### src/rtl/mips_fetch_pkg.sv
`default_nettype none
// ----------------------------------------------------------------------------
// mips_fetch_pkg : shared types and constants for the MIPS fetch unit
// Revision 1.0
// ----------------------------------------------------------------------------
package mips_fetch_pkg;

   typedef enum logic [1:0] {
      ISSUE = 2'd0,
      WAIT  = 2'd1,
      OUT   = 2'd2
   } fetch_state_e;

   localparam logic [31:0] INSTR_BYTES   = 32'd4;
   localparam logic [31:0] PC_ALIGN_MASK = 32'hFFFF_FFFC;

endpackage
`default_nettype wire

### src/rtl/mips_fetch_if.sv
`default_nettype none
// ----------------------------------------------------------------------------
// mips_fetch_if : PC, instruction-memory, decode and redirect signals
// Revision 1.0
// ----------------------------------------------------------------------------
interface mips_fetch_if;

   logic [31:0] pc_in;
   logic [31:0] next_pc;
   logic        imem_req_valid;
   logic        imem_req_ready;
   logic [31:0] imem_addr;
   logic        imem_rsp_valid;
   logic [31:0] imem_rsp_data;
   logic        id_valid;
   logic        id_ready;
   logic [31:0] id_instr;
   logic [31:0] id_pc;
   logic        redirect_valid;
   logic [31:0] redirect_target;

   modport master (
      input  pc_in, imem_req_ready, imem_rsp_valid, imem_rsp_data,
             id_ready, redirect_valid, redirect_target,
      output next_pc, imem_req_valid, imem_addr, id_valid, id_instr, id_pc
   );

   modport slave (
      output pc_in, imem_req_ready, imem_rsp_valid, imem_rsp_data,
             id_ready, redirect_valid, redirect_target,
      input  next_pc, imem_req_valid, imem_addr, id_valid, id_instr, id_pc
   );

endinterface
`default_nettype wire

### src/rtl/fetch_next_pc.sv
`default_nettype none
// ----------------------------------------------------------------------------
// fetch_next_pc : next-PC select (reset vector > redirect > pc+4 > hold)
// Revision 1.0
// ----------------------------------------------------------------------------
module fetch_next_pc
   import mips_fetch_pkg::*;
#(
   parameter logic [31:0] RESET_VECTOR = 32'h0000_0000
) (
   input  wire logic        reset_n_i,
   input  wire logic        redirect_valid_i,
   input  wire logic [31:0] redirect_target_i,
   input  wire logic        advance_i,
   input  wire logic [31:0] pc_in_i,
   output logic      [31:0] next_pc_o
);

   always_comb begin
      next_pc_o = pc_in_i;
      if (!reset_n_i) begin
         next_pc_o = RESET_VECTOR;
      end else if (redirect_valid_i) begin
         next_pc_o = redirect_target_i & PC_ALIGN_MASK;
      end else if (advance_i) begin
         next_pc_o = pc_in_i + INSTR_BYTES;
      end
   end

endmodule
`default_nettype wire

### src/rtl/mips_fetch_unit.sv
`default_nettype none
// ----------------------------------------------------------------------------
// mips_fetch_unit : issue/wait/out fetch FSM with registered decode port
// Revision 1.0
// ----------------------------------------------------------------------------
module mips_fetch_unit
   import mips_fetch_pkg::*;
#(
   parameter logic [31:0] RESET_VECTOR = 32'h0000_0000
) (
   input  wire logic   clock,
   input  wire logic   reset_n,
   mips_fetch_if.master fif
);

   fetch_state_e state_q, state_d;
   logic         kill_q, kill_d;
   logic         id_valid_q, id_valid_d;
   logic [31:0]  id_instr_q, id_instr_d;
   logic [31:0]  id_pc_q, id_pc_d;
   logic         req_valid;
   logic         advance;

   always_ff @(posedge clock) begin
      if (!reset_n) begin
         state_q    <= ISSUE;
         kill_q     <= 1'b0;
         id_valid_q <= 1'b0;
         id_instr_q <= 32'h0;
         id_pc_q    <= 32'h0;
      end else begin
         state_q    <= state_d;
         kill_q     <= kill_d;
         id_valid_q <= id_valid_d;
         id_instr_q <= id_instr_d;
         id_pc_q    <= id_pc_d;
      end
   end

   always_comb begin
      state_d    = state_q;
      kill_d     = kill_q;
      id_valid_d = id_valid_q;
      id_instr_d = id_instr_q;
      id_pc_d    = id_pc_q;
      req_valid  = 1'b0;
      advance    = 1'b0;
      unique case (state_q)
         ISSUE: begin
            req_valid = !fif.redirect_valid;
            if (req_valid && fif.imem_req_ready) state_d = WAIT;
         end
         WAIT: begin
            // A response racing a redirect, or marked stale, is dropped.
            if (fif.imem_rsp_valid) begin
               kill_d  = 1'b0;
               state_d = ISSUE;
               if (!fif.redirect_valid && !kill_q) begin
                  id_instr_d = fif.imem_rsp_data;
                  id_pc_d    = fif.pc_in;
                  id_valid_d = 1'b1;
                  state_d    = OUT;
               end
            end else if (fif.redirect_valid) begin
               kill_d = 1'b1;
            end
         end
         OUT: begin
            if (fif.redirect_valid) begin
               id_valid_d = 1'b0;
               state_d    = ISSUE;
            end else if (id_valid_q && fif.id_ready) begin
               id_valid_d = 1'b0;
               advance    = 1'b1;
               state_d    = ISSUE;
            end
         end
         default: state_d = ISSUE;
      endcase
   end

   fetch_next_pc #(
      .RESET_VECTOR (RESET_VECTOR)
   ) u_next_pc (
      .reset_n_i         (reset_n),
      .redirect_valid_i  (fif.redirect_valid),
      .redirect_target_i (fif.redirect_target),
      .advance_i         (advance),
      .pc_in_i           (fif.pc_in),
      .next_pc_o         (fif.next_pc)
   );

   assign fif.imem_req_valid = req_valid;
   assign fif.imem_addr      = fif.pc_in;
   assign fif.id_valid       = id_valid_q;
   assign fif.id_instr       = id_instr_q;
   assign fif.id_pc          = id_pc_q;

endmodule
`default_nettype wire

### src/flat_wrapper.sv
// flat-port wrapper written by rule: the top's interface ports become plain ports
module mips_fetch_unit_flat import mips_fetch_pkg::*;
#(
   parameter logic [31:0] RESET_VECTOR = 32'h0000_0000
)
  (clock, reset_n, fif_pc_in, fif_imem_req_ready, fif_imem_rsp_valid, fif_imem_rsp_data, fif_id_ready, fif_redirect_valid, fif_redirect_target, fif_next_pc, fif_imem_req_valid, fif_imem_addr, fif_id_valid, fif_id_instr, fif_id_pc);
  mips_fetch_if fif_i ();
  input  wire logic clock;
  input  wire logic reset_n;
  input wire logic [$bits(fif_i.pc_in)-1:0] fif_pc_in;
  input wire logic [$bits(fif_i.imem_req_ready)-1:0] fif_imem_req_ready;
  input wire logic [$bits(fif_i.imem_rsp_valid)-1:0] fif_imem_rsp_valid;
  input wire logic [$bits(fif_i.imem_rsp_data)-1:0] fif_imem_rsp_data;
  input wire logic [$bits(fif_i.id_ready)-1:0] fif_id_ready;
  input wire logic [$bits(fif_i.redirect_valid)-1:0] fif_redirect_valid;
  input wire logic [$bits(fif_i.redirect_target)-1:0] fif_redirect_target;
  output wire logic [$bits(fif_i.next_pc)-1:0] fif_next_pc;
  output wire logic [$bits(fif_i.imem_req_valid)-1:0] fif_imem_req_valid;
  output wire logic [$bits(fif_i.imem_addr)-1:0] fif_imem_addr;
  output wire logic [$bits(fif_i.id_valid)-1:0] fif_id_valid;
  output wire logic [$bits(fif_i.id_instr)-1:0] fif_id_instr;
  output wire logic [$bits(fif_i.id_pc)-1:0] fif_id_pc;
  assign fif_i.pc_in = fif_pc_in;
  assign fif_i.imem_req_ready = fif_imem_req_ready;
  assign fif_i.imem_rsp_valid = fif_imem_rsp_valid;
  assign fif_i.imem_rsp_data = fif_imem_rsp_data;
  assign fif_i.id_ready = fif_id_ready;
  assign fif_i.redirect_valid = fif_redirect_valid;
  assign fif_i.redirect_target = fif_redirect_target;
  assign fif_next_pc = fif_i.next_pc;
  assign fif_imem_req_valid = fif_i.imem_req_valid;
  assign fif_imem_addr = fif_i.imem_addr;
  assign fif_id_valid = fif_i.id_valid;
  assign fif_id_instr = fif_i.id_instr;
  assign fif_id_pc = fif_i.id_pc;
  mips_fetch_unit #(.RESET_VECTOR(RESET_VECTOR)) u_core (.clock(clock), .reset_n(reset_n), .fif(fif_i));
endmodule
### config.mk
export PLATFORM = sky130hd
export DESIGN_NAME = mips_fetch_unit_flat
export DESIGN_NICKNAME = d
export VERILOG_FILES = /design/src/rtl/mips_fetch_pkg.sv /design/src/rtl/mips_fetch_if.sv /design/src/rtl/fetch_next_pc.sv /design/src/rtl/mips_fetch_unit.sv /design/src/flat_wrapper.sv
export SDC_FILE = /design/constraint.sdc
export NUM_CORES = 1
export LEC_CHECK = 0
export ABC_AREA = 0
export ABC_CLOCK_PERIOD_IN_PS = 3500
export CORE_MARGIN = 2
export CORE_UTILIZATION = 38
export CTS_CLUSTER_DIAMETER = 100
export CTS_CLUSTER_SIZE = 12
export DETAILED_ROUTE_END_ITERATION = 6
export PLACE_DENSITY = 0.85
export REMOVE_ABC_BUFFERS = 1
export SLEW_MARGIN = 20
export SYNTH_ARGS = -nofsm -noshare
export SYNTH_HDL_FRONTEND = slang
export SYNTH_SLANG_ARGS = --single-unit
### constraint.sdc
create_clock -name clock -period 3.5 [get_ports clock]
set_clock_uncertainty 0.15 [all_clocks]
set_input_delay 1.05 -clock clock [delete_from_list [all_inputs] [get_ports clock]]
set_output_delay 1.05 -clock clock [all_outputs]
set_load 0.01 [all_outputs]
==> flow_summary.ini, run 1 <==
[sta]
setup_tns_ns = -5.12
worst-slew-pin-transition_ns = 0.499
slew_violations = 0
slew_headroom_pct = 66.7
setup_slack_ns = -0.332
post-route-min-period_ns = 3.83
setup_violations = 25
fin_crit_sh_pct = 109
rsz0062_at_grt = yes
fin_hold_ws_ns = 0.305
clock.fmax_mhz = 261
hold_viol = 0

[place]
placed_cells = 915
dp_slack_ns = -1.20
dp.final_hpwl_mm = 11.6
gp_congestion = 0.893
port_buffers = 229

[grt]
grt_pass1_wl_mm = 26.4
grt_pass1_vias = 5304
grt_overflow = 0
grt_usage_pct = 29.8
antenna_found_initial = 0
grt_max_degree = 46

[worst_setup_path]
r2r-start = u_core.state_q[0]
path_cells = buf_6 > and4_4 > nand4_1 > buf_6 > buf_6 > or4_4 > a31oi_2 > buf_2
reg2reg_depth = 6
crit_path_start_kind = input port
rr_endpoint = u_core.fif.id_instr[4]
crit_path_end_kind = output port
crit_path_top_delay_cell = or4_4
path_delay_family = simple AND/OR/NAND/NOR gates
criticalPathCategory = in -> out
cpPeakStageDelay_ns = 0.52
critPathBufInv = 4
regToRegSetupSlack_ns = 1.53
critPathMaxFanout = 3
worstPathRequired_ns = 2.30
arrival_ns = 2.63
crit_path_frequent_cell = buf_6

[power]
netSwitchingPower_mw = 0.556
power_mw = 2.09
leakage_nw = 2.74
internal_power_mw = 1.53
p_clk_share_pct = 38.1
seq_power_share_pct = 38.0
peakVddDrop_v = 0.000201
pwr-share-comb_pct = 23.9
powerDensity_nw_per_um2 = 288
p_sw_share_pct = 26.7

[floorplan]
rows = 36
num_io_pins = 232
start_util_pct = 39.3
core_region_area_sq_um = 9860
fp.dieH_um = 105
die_w_um = 105
dieArea_sq_um = 11000

[hold_path]
min_from = u_core.fif.id_instr[30]
hold_class = reg -> reg
min_to = u_core.fif.id_instr[30]
whs_path_depth = 2

[clocking]
h-tree-depth = 3
cts_sinks = 68
path_clk_slew_ns = 0.08
cts_root_buf = clkbuf_8
clock_latency_ns = 0.34
cts_tree = yes
ctsLongestPathBuffers = 2
cts_inserted_buffers = 9

[routing]
dr_total_vias = 5278
first_pass_iters = 5
avgRoutedWirePerCell_um = 18.3
wl_met1_mm = 6.70
viasPerCell = 5.51
drc = 0
wl_met3_mm = 1.09
met2_length_mm = 8.74
dr.max_layer_used = met4
drt-initial-drc-count = 325
finalWirelength_mm = 17.5
ant_nets = 0

[layout]
n_antenna_cell = 0
syn2layout_area_growth_pct = 86.7
fill_cells = 711
drive_gt1_share_pct = 29.1
nets = 923
stdcell_count = 958

[status]
violations = setup timing
status = finished with violations

[yosys]
synth.avg_cell_area_sq_um = 7.19
synth-edff-count = 0
yosys.area.top_type = dfxtp_1
synthCells = 540
yosys-top-cells-area = dfxtp_1 35%, nand2_1 14%, a21oi_1 9.3%
async_flop_share_pct = 0
synth_seq_area_share_pct = 35.1
synth_cell_type_count = 51
yosys_warnings = 0
synthFlopType = dfxtp_1
synthesis.area_sq_um = 3880
ys_ff_latch = 68
yosysTopAreaCellShare_pct = 35.1

[flow_run]
drv_cap = 0
[how the worst max path moves through the flow]
stage | cells past startpoint | to | from | slack, ns
floorplan | 4 | u_core.fif.id_instr[0] | fif_imem_rsp_valid | -1.38
global placement | 6 | fif_next_pc[24] | fif_pc_in[19] | -1.21
detailed placement | 6 | fif_next_pc[24] | fif_pc_in[19] | -1.20
CTS | 8 | fif_next_pc[18] | fif_pc_in[9] | -0.29
global route | 8 | fif_next_pc[22] | fif_pc_in[12] | -0.35
finish | 8 | fif_next_pc[22] | fif_pc_in[12] | -0.33
[Yosys cell counts, drive strengths merged (5+ instances only)]
cell / count
a31oi: 15
nor2: 12
clkbuf: 29
or3: 9
nor3: 5
o31ai: 9
a21oi: 72
inv: 5
nor4: 6
nand2: 142
o211ai: 5
or4: 13
buf: 43
nand4: 15
dfxtp: 68
a211oi: 7
nand3: 17
o21ai: 28
and3: 5
[repair_timing]
action                     in CTS  in global routing
setup endpoints to repair      34                 31
gates resized for setup       307                 59
buffers inserted               18                 11
hold endpoints to repair        0                  0
cloned                          3                  0
hold buffers                    0                  0
pin swaps                      53                 30
[state kept, by name, indices dropped and copies added, names as in the netlist]
name / cells
u_core.fif.id_instr: 32
u_core.fif.id_pc: 32
u_core.state_q: 2
u_core.fif.id_valid: 1
u_core.kill_q: 1
[final cells by class]
type | instances | area, sq um | share of cell area [%]
clock buffer | 10 | 128 | 1.76
clock inverter | 6 | 111 | 1.54
inverter | 6 | 27.5 | 0.380
multi-input combinational | 395 | 2390 | 33.0
sequential | 68 | 1360 | 18.8
tap | 133 | 166 | 2.30
timing repair buffer | 340 | 3060 | 42.3
[cell usage in the layout (no fill, tap or decap), types with 4 or more instances in the layout]
cell type	instances
clkdlybuf4s50_1	165
nand2_1	140
buf_4	97
a21oi_1	72
dfxtp_1	68
buf_6	32
buf_2	31
o21ai_0	24
nand4_1	14
nor2_1	11
a31oi_1	11
nand3_1	10
clkbuf_8	9
or4_4	7
or3_1	6
or4_1	6
nand3_2	5
o211ai_1	5
buf_8	5
clkdlybuf4s15_1	5
and3_1	4
a211oi_1	4
o21ai_1	4
o31ai_1	4
o31ai_2	4
inv_1	4
xnor2_1	4
dlygate4sd2_1	4
[metal layers]
metal | track usage (%) | vias to the layer above
met5 | 0 | -
met4 | 18.4 | 0
met3 | 6.11 | 82
met2 | 52.5 | 292
met1 | 32.6 | 2476
li1 | - | 2428
[power by group through the flow]
stage,clock network (mW),logic (mW),registers [mW]
after global routing,0.845,0.527,0.794
after CTS,0.811,0.462,0.793
after detailed placement,0,0.469,0.811
after floorplan,0,0.107,0.816
after global placement,0,0.459,0.810
final,0.795,0.500,0.793
[worst register-to-register path: cells and delay by family, from the launching register on]
kind | cells | cell delay [ns]
simple gates | 3 | 0.75
buf+inv | 2 | 0.46
flops | 1 | 0.40
compound gates | 1 | 0.09
[cells by family (layout without fill, tap and decap cells)]
logic type / count (synthesis) / in the layout / share of synthesized area [%]
xor+xnor: 7 / 7 / 1.58
compound gates: 144 / 144 / 21.1
flops: 68 / 68 / 35.1
fa+ha+maj: 1 / 1 / 0.322
mux: 1 / 1 / 0.258
buf+inv: 78 / 362 / 11.8
simple gates: 241 / 242 / 29.9
[metrics by stage]
stage,area (sq um),utilization (%)
6_report,7250,73.5
5_1_grt,7250,73.5
4_1_cts,6980,70.8
3_5_place_dp,6550,66.4
3_3_place_gp,6550,66.4
2_1_floorplan,3450,-
Power figures use the tool's default switching activity.
==> inputs of run 2 (changes only) <==
Settings changed: CTS_CLUSTER_DIAMETER 100 to 120, GPL_ROUTABILITY_DRIVEN from default to 0.
==> results of run 2 <==
Final layout, timing and power as in run 1 (identical DEF).
